File: config.mk
export PLATFORM = sky130hd
export DESIGN_NAME = cmd_uart_rx_flat
export DESIGN_NICKNAME = d
export VERILOG_FILES = /design/src/rtl/cmd_uart_rx_if.sv /design/src/rtl/cmd_uart_rx.sv /design/src/flat_wrapper.sv
export SDC_FILE = /design/constraint.sdc
export NUM_CORES = 1
export LEC_CHECK = 0
export BUFFER_PORTS_ARGS = -buffer_cell sky130_fd_sc_hd__buf_2
export CORE_ASPECT_RATIO = 1.4
export CORE_MARGIN = 2
export CORE_UTILIZATION = 60
export DETAILED_ROUTE_END_ITERATION = 10
export GPL_ROUTABILITY_DRIVEN = 0
export MAX_ROUTING_LAYER = met4
export PLACE_DENSITY_LB_ADDON = 0.08
export SETUP_SLACK_MARGIN = 0.4
export SYNTH_ARGS = -nofsm -noshare
export SYNTH_HDL_FRONTEND = slang
export SYNTH_SLANG_ARGS = --single-unit
File: constraint.sdc
create_clock -name clk -period 2.8 [get_ports clk]
set_clock_uncertainty 0.2 [all_clocks]
set_input_delay 0.42 -clock clk [delete_from_list [all_inputs] [get_ports clk]]
set_output_delay 0.42 -clock clk [all_outputs]
set_load 0.03 [all_outputs]
File: src/rtl/cmd_uart_rx_if.sv
// Command-link bundle between the serial front end and the command consumer.
// The slave side is the receiver. The master side drives the RX line and
// acknowledges commands.
interface cmd_uart_rx_if;
  logic        RX;
  logic        clr_cmd_rdy;
  logic [15:0] cmd;
  logic        cmd_rdy;
  logic        frm_err;
  logic        overrun;

  modport master (
    output RX,
    output clr_cmd_rdy,
    input  cmd,
    input  cmd_rdy,
    input  frm_err,
    input  overrun
  );

  modport slave (
    input  RX,
    input  clr_cmd_rdy,
    output cmd,
    output cmd_rdy,
    output frm_err,
    output overrun
  );
endinterface

File: src/rtl/cmd_uart_rx.sv
// 8N1 UART receiver. It pairs consecutive bytes, high byte first, into a
// 16-bit command word and holds a sticky ready flag. A high byte that waits
// too long for its partner is dropped. So is a pair broken by a framing error.
module cmd_uart_rx #(
  parameter int BAUD_DIV     = 5208,
  parameter int BYTE_TIMEOUT = 208320
) (
  input  logic         clk,
  input  logic         rst,
  cmd_uart_rx_if.slave bus
);

  localparam int CW = $clog2(BAUD_DIV + 1);
  localparam int TW = $clog2(BYTE_TIMEOUT + 1);
  // First expiry lands mid start bit.
  localparam logic [CW-1:0] HALF_CNT = CW'(BAUD_DIV / 2);
  // Each later expiry follows exactly BAUD_DIV clocks after the previous one.
  // The expiry cycle itself is one of those clocks, hence the minus one.
  localparam logic [CW-1:0] BIT_CNT  = CW'(BAUD_DIV - 1);
  localparam logic [TW-1:0] TO_LAST  = TW'(BYTE_TIMEOUT - 1);

  typedef enum logic [1:0] {
    RX_IDLE  = 2'd0,
    RX_START = 2'd1,
    RX_DATA  = 2'd2,
    RX_STOP  = 2'd3
  } rx_state_t;

  typedef enum logic {
    WAIT_HI = 1'b0,
    WAIT_LO = 1'b1
  } asm_state_t;

  logic            rx_sync1_r, rx_sync2_r, rx_prev_r;
  logic            rx_s, fall_s, expire_s;
  rx_state_t       rx_state_r, rx_state_s;
  logic [CW-1:0]   baud_cnt_r, baud_cnt_s;
  logic [2:0]      bit_cnt_r, bit_cnt_s;
  logic [7:0]      shift_r, shift_s;
  logic            byte_done_r, byte_done_s;
  logic            frm_err_r, frm_err_s;

  asm_state_t      asm_state_r, asm_state_s;
  logic [7:0]      hi_r, hi_s;
  logic [TW-1:0]   to_cnt_r, to_cnt_s;
  logic            load_cmd_s;
  logic [15:0]     new_cmd_s;
  logic [15:0]     cmd_r;
  logic            cmd_rdy_r, overrun_r;

  assign rx_s     = rx_sync2_r;
  assign fall_s   = ~rx_sync2_r & rx_prev_r;
  assign expire_s = (baud_cnt_r == {CW{1'b0}});

  assign bus.cmd     = cmd_r;
  assign bus.cmd_rdy = cmd_rdy_r;
  assign bus.frm_err = frm_err_r;
  assign bus.overrun = overrun_r;

  // Two-flop synchroniser on RX, plus a delayed copy for falling-edge detection.
  always_ff @(posedge clk) begin
    if (rst) begin
      rx_sync1_r <= 1'b1;
      rx_sync2_r <= 1'b1;
      rx_prev_r  <= 1'b1;
    end else begin
      rx_sync1_r <= bus.RX;
      rx_sync2_r <= rx_sync1_r;
      rx_prev_r  <= rx_sync2_r;
    end
  end

  // Bit-level receiver: next state, baud counter, shift register and byte flags.
  always_comb begin
    rx_state_s  = rx_state_r;
    baud_cnt_s  = baud_cnt_r;
    bit_cnt_s   = bit_cnt_r;
    shift_s     = shift_r;
    byte_done_s = 1'b0;
    frm_err_s   = 1'b0;
    case (rx_state_r)
      RX_IDLE: begin
        if (fall_s) begin
          rx_state_s = RX_START;
          baud_cnt_s = HALF_CNT;
        end else begin
          rx_state_s = RX_IDLE;
        end
      end
      RX_START: begin
        if (expire_s) begin
          if (!rx_s) begin
            rx_state_s = RX_DATA;
            baud_cnt_s = BIT_CNT;
            bit_cnt_s  = 3'd0;
          end else begin
            // The line is high again at mid start bit, so this was a glitch.
            rx_state_s = RX_IDLE;
          end
        end else begin
          baud_cnt_s = baud_cnt_r - {{(CW-1){1'b0}}, 1'b1};
        end
      end
      RX_DATA: begin
        if (expire_s) begin
          shift_s    = {rx_s, shift_r[7:1]};
          baud_cnt_s = BIT_CNT;
          if (bit_cnt_r == 3'd7) begin
            rx_state_s = RX_STOP;
          end else begin
            bit_cnt_s = bit_cnt_r + 3'd1;
          end
        end else begin
          baud_cnt_s = baud_cnt_r - {{(CW-1){1'b0}}, 1'b1};
        end
      end
      RX_STOP: begin
        if (expire_s) begin
          if (rx_s) begin
            byte_done_s = 1'b1;
          end else begin
            frm_err_s = 1'b1;
          end
          rx_state_s = RX_IDLE;
        end else begin
          baud_cnt_s = baud_cnt_r - {{(CW-1){1'b0}}, 1'b1};
        end
      end
      default: begin
        rx_state_s = RX_IDLE;
      end
    endcase
  end

  // Bit-level receiver state register.
  always_ff @(posedge clk) begin
    if (rst) begin
      rx_state_r  <= RX_IDLE;
      baud_cnt_r  <= {CW{1'b0}};
      bit_cnt_r   <= 3'd0;
      shift_r     <= 8'h00;
      byte_done_r <= 1'b0;
      frm_err_r   <= 1'b0;
    end else begin
      rx_state_r  <= rx_state_s;
      baud_cnt_r  <= baud_cnt_s;
      bit_cnt_r   <= bit_cnt_s;
      shift_r     <= shift_s;
      byte_done_r <= byte_done_s;
      frm_err_r   <= frm_err_s;
    end
  end

  // Byte pairing. It stores the high byte and waits a bounded time for the low byte.
  always_comb begin
    asm_state_s = asm_state_r;
    hi_s        = hi_r;
    to_cnt_s    = to_cnt_r;
    load_cmd_s  = 1'b0;
    new_cmd_s   = {hi_r, shift_r};
    case (asm_state_r)
      WAIT_HI: begin
        if (byte_done_r) begin
          hi_s        = shift_r;
          to_cnt_s    = {TW{1'b0}};
          asm_state_s = WAIT_LO;
        end else begin
          asm_state_s = WAIT_HI;
        end
      end
      WAIT_LO: begin
        if (byte_done_r) begin
          load_cmd_s  = 1'b1;
          asm_state_s = WAIT_HI;
        end else if (frm_err_r) begin
          asm_state_s = WAIT_HI;
        end else if (to_cnt_r == TO_LAST) begin
          asm_state_s = WAIT_HI;
        end else begin
          to_cnt_s = to_cnt_r + {{(TW-1){1'b0}}, 1'b1};
        end
      end
      default: begin
        asm_state_s = WAIT_HI;
      end
    endcase
  end

  // Pairing state, command word, sticky ready flag and overrun pulse.
  always_ff @(posedge clk) begin
    if (rst) begin
      asm_state_r <= WAIT_HI;
      hi_r        <= 8'h00;
      to_cnt_r    <= {TW{1'b0}};
      cmd_r       <= 16'h0000;
      cmd_rdy_r   <= 1'b0;
      overrun_r   <= 1'b0;
    end else begin
      asm_state_r <= asm_state_s;
      hi_r        <= hi_s;
      to_cnt_r    <= to_cnt_s;
      if (load_cmd_s) begin
        cmd_r     <= new_cmd_s;
        cmd_rdy_r <= 1'b1;
        overrun_r <= cmd_rdy_r;
      end else begin
        overrun_r <= 1'b0;
        if (bus.clr_cmd_rdy) begin
          cmd_rdy_r <= 1'b0;
        end else begin
          cmd_rdy_r <= cmd_rdy_r;
        end
      end
    end
  end

endmodule

File: src/flat_wrapper.sv
// flat-port wrapper written by rule: the top's interface ports become plain ports
module cmd_uart_rx_flat 
#(
  parameter int BAUD_DIV     = 5208,
  parameter int BYTE_TIMEOUT = 208320
)
  (clk, rst, bus_RX, bus_clr_cmd_rdy, bus_cmd, bus_cmd_rdy, bus_frm_err, bus_overrun);
  cmd_uart_rx_if bus_i ();
  input  logic clk;
  input  logic rst;
  input wire logic [$bits(bus_i.RX)-1:0] bus_RX;
  input wire logic [$bits(bus_i.clr_cmd_rdy)-1:0] bus_clr_cmd_rdy;
  output wire logic [$bits(bus_i.cmd)-1:0] bus_cmd;
  output wire logic [$bits(bus_i.cmd_rdy)-1:0] bus_cmd_rdy;
  output wire logic [$bits(bus_i.frm_err)-1:0] bus_frm_err;
  output wire logic [$bits(bus_i.overrun)-1:0] bus_overrun;
  assign bus_i.RX = bus_RX;
  assign bus_i.clr_cmd_rdy = bus_clr_cmd_rdy;
  assign bus_cmd = bus_i.cmd;
  assign bus_cmd_rdy = bus_i.cmd_rdy;
  assign bus_frm_err = bus_i.frm_err;
  assign bus_overrun = bus_i.overrun;
  cmd_uart_rx #(.BAUD_DIV(BAUD_DIV), .BYTE_TIMEOUT(BYTE_TIMEOUT)) u_core (.clk(clk), .rst(rst), .bus(bus_i));
endmodule
==> results of run 1 <==
-- flip-flops by register name (all words and copies together) (netlist names), named ones only --
register and cells:
u_core.bit_cnt_r 3, u_core.hi_r 8, u_core.rx_prev_r 1, u_core.shift_r 8
u_core.rx_state_r 1, u_core.bus.cmd 16, u_core.byte_done_r 1, u_core.rx_sync1_r 1
u_core.bus.overrun 1, u_core.asm_state_r 1, u_core.rx_s 1, u_core.baud_cnt_r 13
u_core.to_cnt_r 18, u_core.bus.frm_err 1, u_core.bus.cmd_rdy 1
-- area by class of cell --
type,count,area share [%]
clock buffers,10,3.51
clock inverters,6,1.85
inverters,10,0.956
multi-input cells,321,48.2
flip-flops and latches,76,38.8
well taps,70,2.23
repair buffers,31,4.53
-- synthesized netlist by cell type (all sizes together), types with 6 or more instances --
cell type   n
clkbuf     17
nand2b      6
nand2      85
dfxtp      76
nor3        6
inv        10
buf         7
nand3      23
nand4       8
and3        9
ha          9
nor2       29
a21oi      57
o21ai       8
-- metal layers --
| layer | share of wire [%] | vias to the layer above | wire (um) |
|---|---|---|---|
| met3 | 3.2 | 12 | 229 |
| met1 | 46 | 1410 | 3320 |
| li1 | - | 1573 | - |
| met5 | 0 | - | 0 |
| met2 | 49 | 59 | 3590 |
| met4 | 1.6 | 0 | 119 |
-- stage by stage --
step	cells	instance area, um^2	hold slack [ns]
after floorplan	431	3550	0.189
after global placement	508	3710	0.195
after detailed placement	508	3710	0.197
after CTS	524	3920	0.0368
after global routing	524	3930	0.0366
final	524	3930	0.0542
-- kinds of logic (layout without fill, tap and decap cells) --
logic type | after synthesis | after routing
AO/OA/AOI/OAI | 105 | 105
buffers and inverters | 34 | 57
adder cells (fa/ha/maj) | 9 | 9
flip-flops | 76 | 76
multiplexers | 8 | 8
AND/OR/NAND/NOR | 193 | 193
XOR/XNOR | 6 | 6
-- how the worst min path moves through the flow --
stage	from	endpoint	slack [ns]
after floorplan	u_core.rx_sync1_r	u_core.rx_s	0.19
after global placement	u_core.rx_sync1_r	u_core.rx_s	0.19
after detailed placement	u_core.rx_sync1_r	u_core.rx_s	0.20
after CTS	bus_RX	u_core.rx_sync1_r	0.04
after global routing	bus_RX	u_core.rx_sync1_r	0.04
final	bus_RX	u_core.rx_sync1_r	0.05
-- power by group --
| group | total [uW] | switching (uW) | internal, uW |
|---|---|---|---|
| registers | 1100 | 12.4 | 1090 |
| logic | 161 | 99.7 | 60.9 |
| clock network | 860 | 417 | 443 |
| total | 2120 | 529 | 1590 |
-- worst max-delay path: stages (launching register included) --
cell,delay [ns]
dfxtp_1,0.34
inv_1,0.09
ha_1,0.18
or3b_1,0.45
or4_4,0.48
o21a_1,0.19
o21ai_1,0.12
a21oi_1,0.07
-- what timing repair did --
item / 4_1_cts / 5_1_grt
resized for setup: 0 / 1
hold buffers: 0 / 0
endpoints found under the setup margin: 0 / 5
==> flow_metrics.py, run 1 <==
metrics = {
    "place": {
        "port-buffer-count": 22,
        "dp_worst_setup_slack_ns": 0.592,
        "dp_hpwl_mm": 5.09,
    },
    "sta": {
        "setup_tns_ns": 0,
        "period_needed_ns": 2.23,
        "setup_viol": 0,
        "fin_ws_ns": 0.569,
        "max_freq_ghz": 0.448,
        "hold_violations": 0,
        "slew_headroom_pct": 61.9,
        "worst_slew_pin_slew_ns": 0.571,
        "fin_crit_sh_pct": 79.7,
        "finalMaxSlewViolations": 0,
        "rsz0062_at_grt": "false",
    },
    "route": {
        "firstDrtPassIters": 4,
        "drc": 0,
        "viasPerCell": 5.83,
        "first_iter_violations": 183,
        "vias": 3054,
        "avgRoutedWirePerCell_um": 13.9,
        "wl_mm": 7.26,
        "route.antenna.remaining_nets": 0,
    },
    "synthesis": {
        "ys_types": 61,
        "yosys.area_share.simple_pct": 27.1,
        "async_flop_share_pct": 0,
        "synth-seq-cells": 76,
        "netlist_instances": 431,
        "syn_avg_cell_area_um2": 8.24,
        "synth_area_leaders": "dfxtp_1 43%, nand2_1 9.0%, a21oi_1 7.9%, nand3_1 3.2%, ha_1 3.2%",
        "synth_compound_area_share_pct": 19.0,
        "synthesis.nets": 444,
        "yosys.area_share.xor_xnor_pct": 1.48,
        "yosys.area.top_type": "dfxtp_1",
        "synth_adder_area_share_pct": 3.17,
        "synth_top_area_share_pct": 42.8,
        "synth_top_family_by_area": "simple AND/OR/NAND/NOR gates",
        "synthFlopType": "dfxtp_1",
        "yosysWarnings": 0,
        "synth_edf_count": 0,
        "muxShareOfSynthArea_pct": 2.36,
        "netlist_area_um2": 3550,
        "ys_seq_area_share_pct": 42.8,
    },
    "die": {
        "die_w_um": 69.0,
        "dieHeight_um": 95.1,
        "die-area_um2": 6560,
        "core_um2": 5780,
        "initial_core_util_pct": 61.5,
        "rows": 33,
        "num_io_pins": 23,
    },
    "global_routing": {
        "grt_pass1_wl_mm": 12.5,
        "antenna_found_initial": 0,
        "grt_pass1_vias": 2748,
        "use_met1_pct": 28.4,
        "grt-busiest-layer": "met2",
        "grt_max_degree": 30,
        "globalRouteOverflowTotal": 0,
        "met2_usage_pct": 40.5,
        "grt_usage_pct": 24.0,
        "gr-usage-met3_pct": 4.23,
    },
    "power": {
        "p_leak_uw": 0.00150,
        "power_density_nw_per_um2": 541,
        "total_power_uw": 2120,
        "ir_drop_v": 0.000370,
    },
    "final_layout": {
        "diodes": 0,
        "fillers": 508,
        "synthToLayoutAreaGrowth_pct": 10.5,
        "nets": 462,
        "register_area_um2": 1520,
        "final_layout_size_suffix_gt1_share_pct": 14.1,
        "final_core_util_pct": 67.9,
        "multiInputGateArea_um2": 1890,
        "final_cell_mix": "85 x nand2_1, 76 x dfxtp_1, 56 x a21oi_1",
        "layout_commonest_cell": "nand2_1",
    },
    "critical_path": {
        "crit_path_start": "u_core.baud_cnt_r[0]",
        "r2r-start": "u_core.baud_cnt_r[0]",
        "crit_path_end_kind": "flip-flop",
        "r2r_end": "u_core.baud_cnt_r[8]",
        "r2r.worst_path.cells": 7,
        "crit_arrival_ns": 2.27,
        "crit_fanout": 6,
        "crit_end": "u_core.baud_cnt_r[8]",
        "rrSetupSlack_ns": 0.57,
        "cp-start-kind": "flip-flop",
        "setup.worst_path.class": "flip-flop to flip-flop",
        "required_ns": 2.84,
    },
    "clocking": {
        "cts_made_buffers": 9,
        "clock_sinks": 76,
        "path_clk_slew_ns": 0.08,
        "clockBufferDepth": 2,
        "ctsRootBufferMaster": "clkbuf_8",
        "postCtsSetupBuffers": 0,
        "htreeDepth": 3,
        "cts_tree": "built",
        "clk_latency_ns": 0.35,
    },
    "outcome": {
        "outcome": "complete, no violations",
    },
    "min_path": {
        "min_path_type": "input port to flip-flop",
        "holdPathStages": 2,
    },
    "job": {
        "maxCapViolCount": 0,
    },
}
Power figures use the tool's default switching activity.
==> run 2: changes to the inputs <==
--- a/config.mk
+++ b/config.mk
@@ -5,6 +5,7 @@
 export SDC_FILE = /design/constraint.sdc
 export NUM_CORES = 1
 export LEC_CHECK = 0
+export ABC_AREA = 1
 export BUFFER_PORTS_ARGS = -buffer_cell sky130_fd_sc_hd__buf_2
 export CORE_ASPECT_RATIO = 1.4
 export CORE_MARGIN = 2
==> constraint.sdc (replaced) <==
create_clock -name clk -period 2.14 [get_ports clk]
set_clock_uncertainty 0.2 [all_clocks]
set_input_delay 0.321 -clock clk [delete_from_list [all_inputs] [get_ports clk]]
set_output_delay 0.321 -clock clk [all_outputs]
set_load 0.03 [all_outputs]
==> flow_metrics.py, run 2 <==
metrics = {
    "final_layout": {
        "diodes": 0,
        "largest_register_ffs": 18,
        "final_layout_size_suffix_gt1_share_pct": 26.5,
        "stdcell_count": 625,
        "layout_commonest_cell": "nand2_1",
        "final_cell_mix": "78 x nand2_1, 69 x dfxtp_1, 63 x nor2_1",
        "regMostFlops": "u_core.to_cnt_r",
        "synthToLayoutAreaGrowth_pct": 26.6,
        "nets": 563,
    },
    "clocking": {
        "ctsRootBufferMaster": "clkbuf_8",
        "htreeDepth": 3,
        "cts_made_buffers": 9,
        "clock_sinks": 76,
        "cts_tree": "built",
        "path_clk_slew_ns": 0.09,
        "clk_latency_ns": 0.36,
        "clockBufferDepth": 2,
    },
    "critical_path": {
        "crit_fanout": 7,
        "crit_chain": "inv_4 > ha_4 > inv_2 > nor3_4 > buf_6 > nand2_8 > nor2_8 > buf_6 > o21ai_1 > a21oi_2",
        "crit_arrival_ns": 2.03,
        "crit_path_end_kind": "flip-flop",
        "setup.worst_path.class": "flip-flop to flip-flop",
        "required_ns": 2.24,
        "crit_top_cell": "buf_6",
        "cp_slowest_cell": "dfxtp_2",
        "cp-start-kind": "flip-flop",
        "critPathMaxStageDelay_ns": 0.36,
    },
    "synthesis": {
        "netlist_instances": 499,
        "netlist_area_um2": 3550,
        "ys_types": 32,
        "synth_area_leaders": "dfxtp_1 43%, nand2_1 9.3%, a21oi_1 7.6%, nor2_1 7.2%, o21ai_0 6.9%",
        "yosysWarnings": 0,
        "synth_edf_count": 0,
        "synth.most_common_cell": "nand2_1",
        "syn_avg_cell_area_um2": 7.11,
        "synthFlopType": "dfxtp_1",
        "synth-seq-cells": 76,
        "synthesis.nets": 512,
        "ys_seq_area_share_pct": 42.9,
        "synth_top_area_share_pct": 42.9,
        "async_flop_share_pct": 0,
        "yosys.area.top_type": "dfxtp_1",
        "synth_common_cells": "88 x nand2_1, 76 x dfxtp_1, 68 x nor2_1",
    },
    "global_routing": {
        "grt_pass1_wl_mm": 13.3,
        "grt_usage_pct": 27.6,
        "grt_pass1_vias": 3024,
        "antenna_found_initial": 0,
        "globalRouteOverflowTotal": 0,
        "grt_max_degree": 26,
    },
    "route": {
        "drc": 0,
        "viasPerCell": 5.55,
        "firstDrtPassIters": 5,
        "highest_layer": "met4",
        "avgRoutedWirePerCell_um": 14.9,
        "wl_met2_mm": 4.77,
        "wl_mm": 9.30,
        "first_iter_violations": 213,
        "wl_met3_um": 401,
        "vias": 3471,
        "route.antenna.remaining_nets": 0,
        "routedLengthMet1_mm": 3.84,
    },
    "die": {
        "rows": 33,
        "num_io_pins": 23,
        "initial_core_util_pct": 61.4,
        "dieHeight_um": 95.0,
        "die-area_um2": 6550,
        "core_um2": 5780,
        "die_w_um": 69.0,
    },
    "sta": {
        "max_freq_ghz": 0.517,
        "fin_ws_ns": 0.206,
        "rsz0062_at_grt": "true",
        "worst_slew_pin_slew_ns": 0.508,
        "whs_ns": 0.217,
        "period_needed_ns": 1.93,
        "setup_tns_ns": 0,
        "finalMaxSlewViolations": 0,
        "hold_violations": 0,
        "slew_headroom_pct": 66.1,
        "fin_crit_sh_pct": 90.4,
        "setup_viol": 0,
    },
    "power": {
        "p_leak_uw": 0.00186,
        "power_frac_comb_pct": 48.7,
        "power_density_nw_per_um2": 1320,
        "power_frac_seq_pct": 29.9,
        "p_sw_uw": 2490,
        "swShare_pct": 42.2,
        "ir_drop_v": 0.000961,
        "internal-power_uw": 3410,
        "total_power_uw": 5900,
        "clockPowerShare_pct": 21.4,
    },
    "place": {
        "dp_hpwl_mm": 5.44,
        "port-buffer-count": 22,
        "dp.cells": 586,
        "dp_worst_setup_slack_ns": 0.185,
    },
    "min_path": {
        "min_path_type": "flip-flop to flip-flop",
    },
    "outcome": {
        "outcome": "complete, no violations",
    },
    "job": {
        "maxCapViolCount": 0,
    },
}
[run 2: metal layers]
layer | global-route usage [%] | up-vias
met5 | - | -
met4 | 11.1 | 0
met3 | 5.24 | 35
met2 | 45.3 | 107
met1 | 32.7 | 1591
li1 | - | 1738
[run 2: kinds of logic (layout without fill, tap and decap cells)]
family,count (synthesis),count (layout),synth area share (%)
buffers and inverters,74,129,8.32
xor gates and xnor gates,6,6,1.48
DFF,76,76,42.9
adders and majority gates,9,9,3.17
and+or+nand+nor,223,224,27.9
AOI/OAI and AO/OA,111,111,16.2
[run 2: power groups by stage]
stage / clock (uW) / sequential (uW) / combinational, uW
after detailed placement: 0 / 1750 / 1770
after floorplan: 0 / 1710 / 1480
after global placement: 0 / 1750 / 1720
after CTS: 1270 / 1720 / 1940
after global routing: 1330 / 1790 / 3110
final: 1260 / 1770 / 2880
[run 2: final cells by class]
class / count / area (um^2)
Clock buffer: 9 / 124
Clock inverter: 7 / 105
Timing Repair inverter: 2 / 15.0
Multi-Input combinational cell: 350 / 1990
Sequential cell: 76 / 1540
Timing Repair Buffer: 51 / 380
Tap cell: 70 / 87.6
Fill cell: 424 / 1290
Inverter: 60 / 245
[run 2: repair_timing]
item	CTS	global route
buffers inserted	9	9
setup endpoints to repair	48	54
hold buffers	2	0
endpoints found under the hold margin	2	0
gates resized for setup	26	73
gates cloned	3	0
pin swaps	6	17
[run 2: final timing paths]
| kind | from | end | slack, ns | cells past startpoint |
|---|---|---|---|---|
| worst max-delay path | u_core.baud_cnt_r[0] | u_core.shift_r[4] | 0.21 | 10 |
| worst min-delay path | u_core.rx_sync1_r | u_core.rx_s | 0.22 | 1 |
| worst max register to register | u_core.baud_cnt_r[0] | u_core.shift_r[4] | 0.21 | 10 |
| worst min register to register | u_core.rx_sync1_r | u_core.rx_s | 0.22 | 1 |
[run 2: critical path, delay by kind of cell, from the launching register on]
family | cells | cell delay (ns)
AOI/OAI and AO/OA | 2 | 0.22
adders and majority gates | 1 | 0.14
buffers and inverters | 4 | 0.44
DFF | 1 | 0.36
and+or+nand+nor | 3 | 0.49
[run 2: stage by stage]
stage,utilization [%],area (um^2)
finish,77.7,4490
global placement,64.7,3740
CTS,71.9,4160
detailed placement,64.7,3740
global route,77.7,4490
floorplan,-,3550
